--- src/rtl/mem_access_ctrl_pkg.sv ---
// Shared definitions for the memory access controller: access sizes, FSM
// states and the big-endian lane geometry.
package mem_access_ctrl_pkg;

  // Access size as encoded on req_size.
  typedef enum logic [1:0] {
    SZ_BYTE = 2'b00,
    SZ_HALF = 2'b01,
    SZ_WORD = 2'b10,
    SZ_ILL  = 2'b11
  } size_e;

  // Controller states.
  typedef enum logic [1:0] {
    ST_IDLE  = 2'b00,
    ST_READ  = 2'b01,
    ST_WRITE = 2'b10,
    ST_RESP  = 2'b11
  } state_e;

  // Big-endian lanes: the addressed byte/half sits in the top bits of the word.
  localparam int BYTE_BITS = 8;
  localparam int HALF_BITS = 16;

  // A store narrower than the bram word must read the word first.
  function automatic logic needs_rmw(input size_e size);
    return size != SZ_WORD;
  endfunction

endpackage

--- src/rtl/mem_access_ctrl_lane_unit.sv ---
// Combinational lane logic: extracts and extends load data from the top lanes
// of the bram word, and merges sub-word store data into the word read back.
module mem_lane_unit
  import mem_access_ctrl_pkg::*;
#(
  parameter int W = 32
) (
  input  size_e        size_i,
  input  logic         signed_i,
  input  logic [W-1:0] rdata_i,
  input  logic [W-1:0] wdata_i,
  output logic [W-1:0] load_o,
  output logic [W-1:0] merge_o
);

  logic ext_b;
  logic ext_h;

  assign ext_b = signed_i & rdata_i[W-1];
  assign ext_h = signed_i & rdata_i[W-1];

  // Select the load result and the read-modify-write word by access size.
  always_comb begin
    // NOTE: every output gets a default first so no path leaves it unassigned (no latch).
    load_o  = rdata_i;
    merge_o = wdata_i;
    case (size_i)
      SZ_BYTE: begin
        load_o  = {{(W-BYTE_BITS){ext_b}}, rdata_i[W-1 -: BYTE_BITS]};
        merge_o = {wdata_i[BYTE_BITS-1:0], rdata_i[W-BYTE_BITS-1:0]};
      end
      SZ_HALF: begin
        load_o  = {{(W-HALF_BITS){ext_h}}, rdata_i[W-1 -: HALF_BITS]};
        merge_o = {wdata_i[HALF_BITS-1:0], rdata_i[W-HALF_BITS-1:0]};
      end
      default: ;
    endcase
  end

endmodule

--- src/rtl/mem_access_ctrl.sv ---
// Initiator side of the byte-addressed bram port: turns CPU load/store
// requests into bram read/write cycles, with read-modify-write for sub-word
// stores and sign/zero extension for sub-word loads.
module mem_access_ctrl
  import mem_access_ctrl_pkg::*;
#(
  parameter int MEM_DEPTH  = 2250,
  parameter int ADDR_WIDTH = 32
) (
  input  logic                  clk,
  input  logic                  rst,
  input  logic                  req_valid,
  output logic                  req_ready,
  input  logic                  req_we,
  input  logic [1:0]            req_size,
  input  logic                  req_signed,
  input  logic [ADDR_WIDTH-1:0] req_addr,
  input  logic [ADDR_WIDTH-1:0] req_wdata,
  output logic                  rsp_valid,
  input  logic                  rsp_ready,
  output logic [ADDR_WIDTH-1:0] rsp_rdata,
  output logic                  rsp_err,
  output logic [ADDR_WIDTH-1:0] m_addr,
  output logic                  m_write,
  output logic [ADDR_WIDTH-1:0] m_wdata,
  input  logic [ADDR_WIDTH-1:0] m_rdata
);

  localparam int AW1 = ADDR_WIDTH + 1;

  state_e                state_q, state_d;
  logic                  we_q;
  size_e                 size_q;
  logic                  signed_q;
  logic [ADDR_WIDTH-1:0] wdata_q;
  logic [ADDR_WIDTH-1:0] rsp_rdata_q, rsp_rdata_d;
  logic                  rsp_err_q, rsp_err_d;
  logic [ADDR_WIDTH-1:0] m_addr_q, m_addr_d;
  logic                  m_write_q, m_write_d;
  logic [ADDR_WIDTH-1:0] m_wdata_q, m_wdata_d;

  size_e                 req_size_e;
  logic                  accept;
  logic [AW1-1:0]        last_byte;
  logic                  req_err;
  logic                  req_word_store;
  logic [ADDR_WIDTH-1:0] load_data;
  logic [ADDR_WIDTH-1:0] merge_data;

  assign req_size_e     = size_e'(req_size);
  assign req_ready      = (state_q == ST_IDLE) && !rst;
  assign accept         = req_valid && req_ready;
  // Last byte touched, computed one bit wider so a huge address cannot wrap.
  assign last_byte      = {1'b0, req_addr} + AW1'(3);
  assign req_err        = (req_size_e == SZ_ILL) || (last_byte >= AW1'(MEM_DEPTH));
  assign req_word_store = req_we && !needs_rmw(req_size_e);

  assign rsp_valid = (state_q == ST_RESP);
  assign rsp_rdata = rsp_rdata_q;
  assign rsp_err   = rsp_err_q;
  assign m_addr    = m_addr_q;
  assign m_write   = m_write_q;
  assign m_wdata   = m_wdata_q;

  mem_lane_unit #(.W(ADDR_WIDTH)) u_lane (
    .size_i   (size_q),
    .signed_i (signed_q),
    .rdata_i  (m_rdata),
    .wdata_i  (wdata_q),
    .load_o   (load_data),
    .merge_o  (merge_data)
  );

  // State register.
  always_ff @(posedge clk) begin
    // NOTE: sequential state uses non-blocking assignments so every register samples pre-edge values.
    if (rst) state_q <= ST_IDLE;
    else     state_q <= state_d;
  end

  // Next-state logic.
  always_comb begin
    state_d = state_q;
    case (state_q)
      ST_IDLE: begin
        if (accept) begin
          if (req_err)             state_d = ST_RESP;
          else if (req_word_store) state_d = ST_WRITE;
          else                     state_d = ST_READ;
        end
      end
      ST_READ:  state_d = we_q ? ST_WRITE : ST_RESP;
      ST_WRITE: state_d = ST_RESP;
      ST_RESP:  if (rsp_ready) state_d = ST_IDLE;
      default:  state_d = ST_IDLE;
    endcase
  end

  // Next values of the registered bram and response outputs.
  always_comb begin
    rsp_rdata_d = rsp_rdata_q;
    rsp_err_d   = rsp_err_q;
    m_addr_d    = m_addr_q;
    m_write_d   = 1'b0;
    m_wdata_d   = m_wdata_q;
    case (state_q)
      ST_IDLE: begin
        if (accept) begin
          rsp_rdata_d = '0;
          rsp_err_d   = req_err;
          if (!req_err) begin
            m_addr_d = req_addr;
            if (req_word_store) begin
              m_wdata_d = req_wdata;
              m_write_d = 1'b1;
            end
          end
        end
      end
      ST_READ: begin
        if (we_q) begin
          m_wdata_d = merge_data;
          m_write_d = 1'b1;
        end else begin
          rsp_rdata_d = load_data;
        end
      end
      default: ;
    endcase
  end

  // Output registers.
  always_ff @(posedge clk) begin
    if (rst) begin
      rsp_rdata_q <= '0;
      rsp_err_q   <= 1'b0;
      m_addr_q    <= '0;
      m_write_q   <= 1'b0;
      m_wdata_q   <= '0;
    end else begin
      rsp_rdata_q <= rsp_rdata_d;
      rsp_err_q   <= rsp_err_d;
      m_addr_q    <= m_addr_d;
      m_write_q   <= m_write_d;
      m_wdata_q   <= m_wdata_d;
    end
  end

  // Request fields latched at the accepting edge.
  always_ff @(posedge clk) begin
    if (rst) begin
      we_q     <= 1'b0;
      size_q   <= SZ_WORD;
      signed_q <= 1'b0;
      wdata_q  <= '0;
    end else if (accept) begin
      we_q     <= req_we;
      size_q   <= req_size_e;
      signed_q <= req_signed;
      wdata_q  <= req_wdata;
    end
  end

endmodule
--- config.mk ---
export PLATFORM = sky130hd
export DESIGN_NAME = mem_access_ctrl
export DESIGN_NICKNAME = d
export VERILOG_FILES = /design/src/rtl/mem_access_ctrl_pkg.sv /design/src/rtl/mem_access_ctrl_lane_unit.sv /design/src/rtl/mem_access_ctrl.sv
export SDC_FILE = /design/constraint.sdc
export NUM_CORES = 1
export LEC_CHECK = 0
export ABC_AREA = 1
export CAP_MARGIN = 0
export CORE_MARGIN = 3
export CORE_UTILIZATION = 40
export DETAILED_ROUTE_END_ITERATION = 16
export PLACE_DENSITY = 0.68
export SLEW_MARGIN = 30
export SYNTH_ARGS = -nofsm -noshare
export SYNTH_HDL_FRONTEND = slang
export SYNTH_HIERARCHICAL = 1
export SYNTH_SLANG_ARGS = --single-unit
--- constraint.sdc ---
create_clock -name clk -period 5.1 [get_ports clk]
set_clock_uncertainty 0.1 [all_clocks]
set_input_delay 1.02 -clock clk [delete_from_list [all_inputs] [get_ports clk]]
set_output_delay 1.02 -clock clk [all_outputs]
set_load 0.05 [all_outputs]
==> results.sh <==
export IMPL_yosysTopAreaCell="dfxtp_1"
export IMPL_syn_area_sq_mm=0.00748
export IMPL_cts_root_buffer_cell="clkbuf_16"
export IMPL_min_period_over_period_pct=73.3
export IMPL_antenna_found_initial=1
export IMPL_cts_hold_buffers=0
export IMPL_cap_violations=0
export IMPL_fin_setup_tns_ns=0
export IMPL_rsz0062_at_grt="no"
export IMPL_yosysUniqueCellTypes=35
export IMPL_wl_per_cell_um=15.3
export IMPL_ys_seq_elements=136
export IMPL_clk_latency_ns=0.42
export IMPL_place_gp_congestion=0.882
export IMPL_cp_buffers_inverters=3
export IMPL_worstPathMaxFanout=64
export IMPL_slowest_stage="clkdlybuf4s50_1"
export IMPL_crit_family="simple AND/OR/NAND/NOR gates"
export IMPL_n_fill_cell=1813
export IMPL_muxShareOfSynthArea_pct=0
export IMPL_synth_adder_area_share_pct=1.00
export IMPL_drt_iter0_drc=625
export IMPL_synth_top_flop_cell="dfxtp_1"
export IMPL_core_area_sq_mm=0.0181
export IMPL_pin_count=204
export IMPL_fmax_mhz=267
export IMPL_critPathMostFrequentCell="nand2_1"
export IMPL_cp_start_kind="input pin"
export IMPL_relSlewSlack_pct=41.7
export IMPL_wirelength_um=24600
export IMPL_hold_path_class="reg2reg"
export IMPL_clock_sinks=136
export IMPL_path_cells="clkdlybuf4s50_1, inv_1, ha_1, inv_1, nand2_2, nor2_4, nand2_1, nand2_1, nand2_1, nor2_1, nand2_1, nor2_1, nand2_1, nor2_1, nand3_1, nand2_2, nand2_4, nand2_1, nand2_1, nor2_1"
export IMPL_synth_xor_area_share_pct=0.585
export IMPL_drtPass1Iterations=6
export IMPL_grt_pass1_vias=7374
export IMPL_initial_core_util_pct=41.2
export IMPL_p_per_area_mw_per_mm2=416
export IMPL_diodes=0
export IMPL_critPathKind="in2reg"
export IMPL_grt_max_degree=73
export IMPL_postCtsSetupBuffers=0
export IMPL_required_ns=5.35
export IMPL_hold_violations=0
export IMPL_multiInputGateArea_sq_mm=0.00404
export IMPL_seq_area_sq_mm=0.00272
export IMPL_grt_pass1_wl_um=38800
export IMPL_cts_tree="yes"
export IMPL_cts_clk_slew_worst_paths_ns=0.06
export IMPL_area_growth_pct=36.3
export IMPL_chipWidth_um=143
export IMPL_instances_no_fill=1611
export IMPL_async_flop_share_pct=0
export IMPL_ant_nets=0
export IMPL_setup_viol=0
export IMPL_tightest_slew_ns=0.874
export IMPL_yosys_warnings=6
export IMPL_synthSimpleGateAreaFrac_pct=43.2
export IMPL_htreeDepth=4
export IMPL_max_stage_delay_ns=0.52
export IMPL_finalMaxSlewViolations=0
export IMPL_ir_drop_v=0.000243
export IMPL_outcome="completed"
export IMPL_worstSetupEndpointType="register"
export IMPL_cts_buffer_depth=2
export IMPL_synthCells=1204
export IMPL_dp_hpwl_um=17500
export IMPL_cp_arrival_ns=3.99
export IMPL_cts_buffers=17
export IMPL_overflow=0
export IMPL_dp_cells=1580
export IMPL_synth_area_leaders="dfxtp_1, nand2_1, nand3_1"
export IMPL_port_buffers=203
export IMPL_synth_top_family_by_area="simple AND/OR/NAND/NOR gates"
export IMPL_seq_area_frac_synth_pct=36.4
export IMPL_die_h_um=143
export IMPL_dr_total_vias=8065
export IMPL_viasPerCell=5.01
export IMPL_holdWs_ns=0.338
export IMPL_nets=1480
export IMPL_drc=0
export IMPL_ctsResizeCount=0
export IMPL_syn_num_nets=1314
export IMPL_dieArea_sq_mm=0.0204
export IMPL_drive_gt1_share_pct=5.07
export IMPL_synth_compound_area_share_pct=9.07
export IMPL_synth_edf_count=0
export IMPL_min_period_ns=3.74
export IMPL_synth_top_area_share_pct=36.4
export IMPL_grt_use_total_pct=23.7
export IMPL_syn_area_per_cell_sq_um=6.21
export IMPL_floorplan_rows=49
export IMPL_leakage_nw=4.53
synth_stat cells, types with 6 or more instances:
master,n
nand4_1,6
nand2_1,378
clkbuf_1,36
o21ai_0,77
nand3b_1,6
inv_1,109
nand2_2,6
a21oi_1,42
nor2_2,6
nand3_1,155
ha_1,6
nand2b_1,32
nor2_1,144
buf_2,20
dfxtp_1,136
worst register-to-register path: cells and delay by family (launching register included):
kind	cells	cell delay [ns]
AOI/OAI and AO/OA	1	0.20
buffers and inverters	4	0.90
adders and majority gates	1	0.16
and+or+nand+nor	5	0.92
DFF	1	0.33
power by group:
part	switching (mW)	total [mW]	internal, mW
Sequential	0.102	1.32	1.22
Clock	0.481	1.31	0.828
Combinational	1.08	1.61	0.530
Total	1.66	4.24	2.58
metrics by stage:
stage / worst slack, ns / util (%) / total power, mW / area [sq um]
finish: 1.36 / 56.2 / 4.24 / 10200
global route: 0.923 / 56.2 / 4.49 / 10200
CTS: 1.33 / 56.2 / 4.27 / 10200
detailed placement: 0.901 / 52.8 / 2.95 / 9580
global placement: 1.01 / 52.8 / 2.94 / 9570
floorplan: 1.62 / - / 2.45 / 7480
logic make-up (layout without fill, tap and decap cells):
family,count (synthesis),count (layout)
AOI/OAI and AO/OA,132,132
xor gates and xnor gates,5,5
adders and majority gates,6,6
buffers and inverters,179,357
DFF,136,136
and+or+nand+nor,746,746
flip-flops by register name (all words and copies together), names as in the netlist:
register / count
signed_q: 1
size_q: 2
m_wdata: 32
state_q: 2
we_q: 1
m_addr: 32
rsp_rdata: 32
rsp_err: 1
m_write: 1
wdata_q: 32
layout make-up:
| class | count | area share, % |
|---|---|---|
| Tap cell | 229 | 2.81 |
| Multi-Input combinational cell | 889 | 39.6 |
| Sequential cell | 136 | 26.7 |
| Inverter | 113 | 4.16 |
| Timing Repair Buffer | 213 | 20.6 |
| Clock inverter | 12 | 1.72 |
| Clock buffer | 19 | 4.34 |
metal layers:
layer | vias up | GRT usage (%) | wire length (um)
li1 | 4111 | - | -
met1 | 3624 | 33.0 | 11100
met2 | 298 | 35.3 | 10600
met3 | 30 | 7.54 | 2490
met4 | 2 | 6.45 | 378
met5 | - | 0 | 13
worst paths after layout:
path / startpoint / endpoint / slack, ns / depth (start not counted)
worst min register to register: m_addr[30]$_SDFFE_PP0P_ / m_addr[30]$_SDFFE_PP0P_ / 0.34 / 2
worst max-delay path: req_addr[0] / m_wdata[3]$_SDFFE_PP0P_ / 1.36 / 20
worst max register to register: state_q[1]$_SDFFE_PP0P_ / m_wdata[3]$_SDFFE_PP0P_ / 2.42 / 11
worst min-delay path: m_addr[30]$_SDFFE_PP0P_ / m_addr[30]$_SDFFE_PP0P_ / 0.34 / 2
cell usage in the layout, fill, tap and decap left out, types with 5 or more instances in the layout:
master | netlist | routed
a21oi_1 | 42 | 42
buf_4 | 1 | 10
clkbuf_16 | 0 | 17
clkdlybuf4s50_1 | 0 | 202
dfxtp_1 | 136 | 135
ha_1 | 6 | 5
inv_1 | 109 | 109
nand2_1 | 378 | 377
nand2_2 | 6 | 7
nand2b_1 | 32 | 32
nand3_1 | 155 | 155
nand3b_1 | 6 | 6
nand4_1 | 6 | 6
nor2_1 | 144 | 143
nor2_2 | 6 | 6
nor2_4 | 5 | 6
o21ai_0 | 77 | 77
No activity file was read; power rests on OpenSTA's default activity.
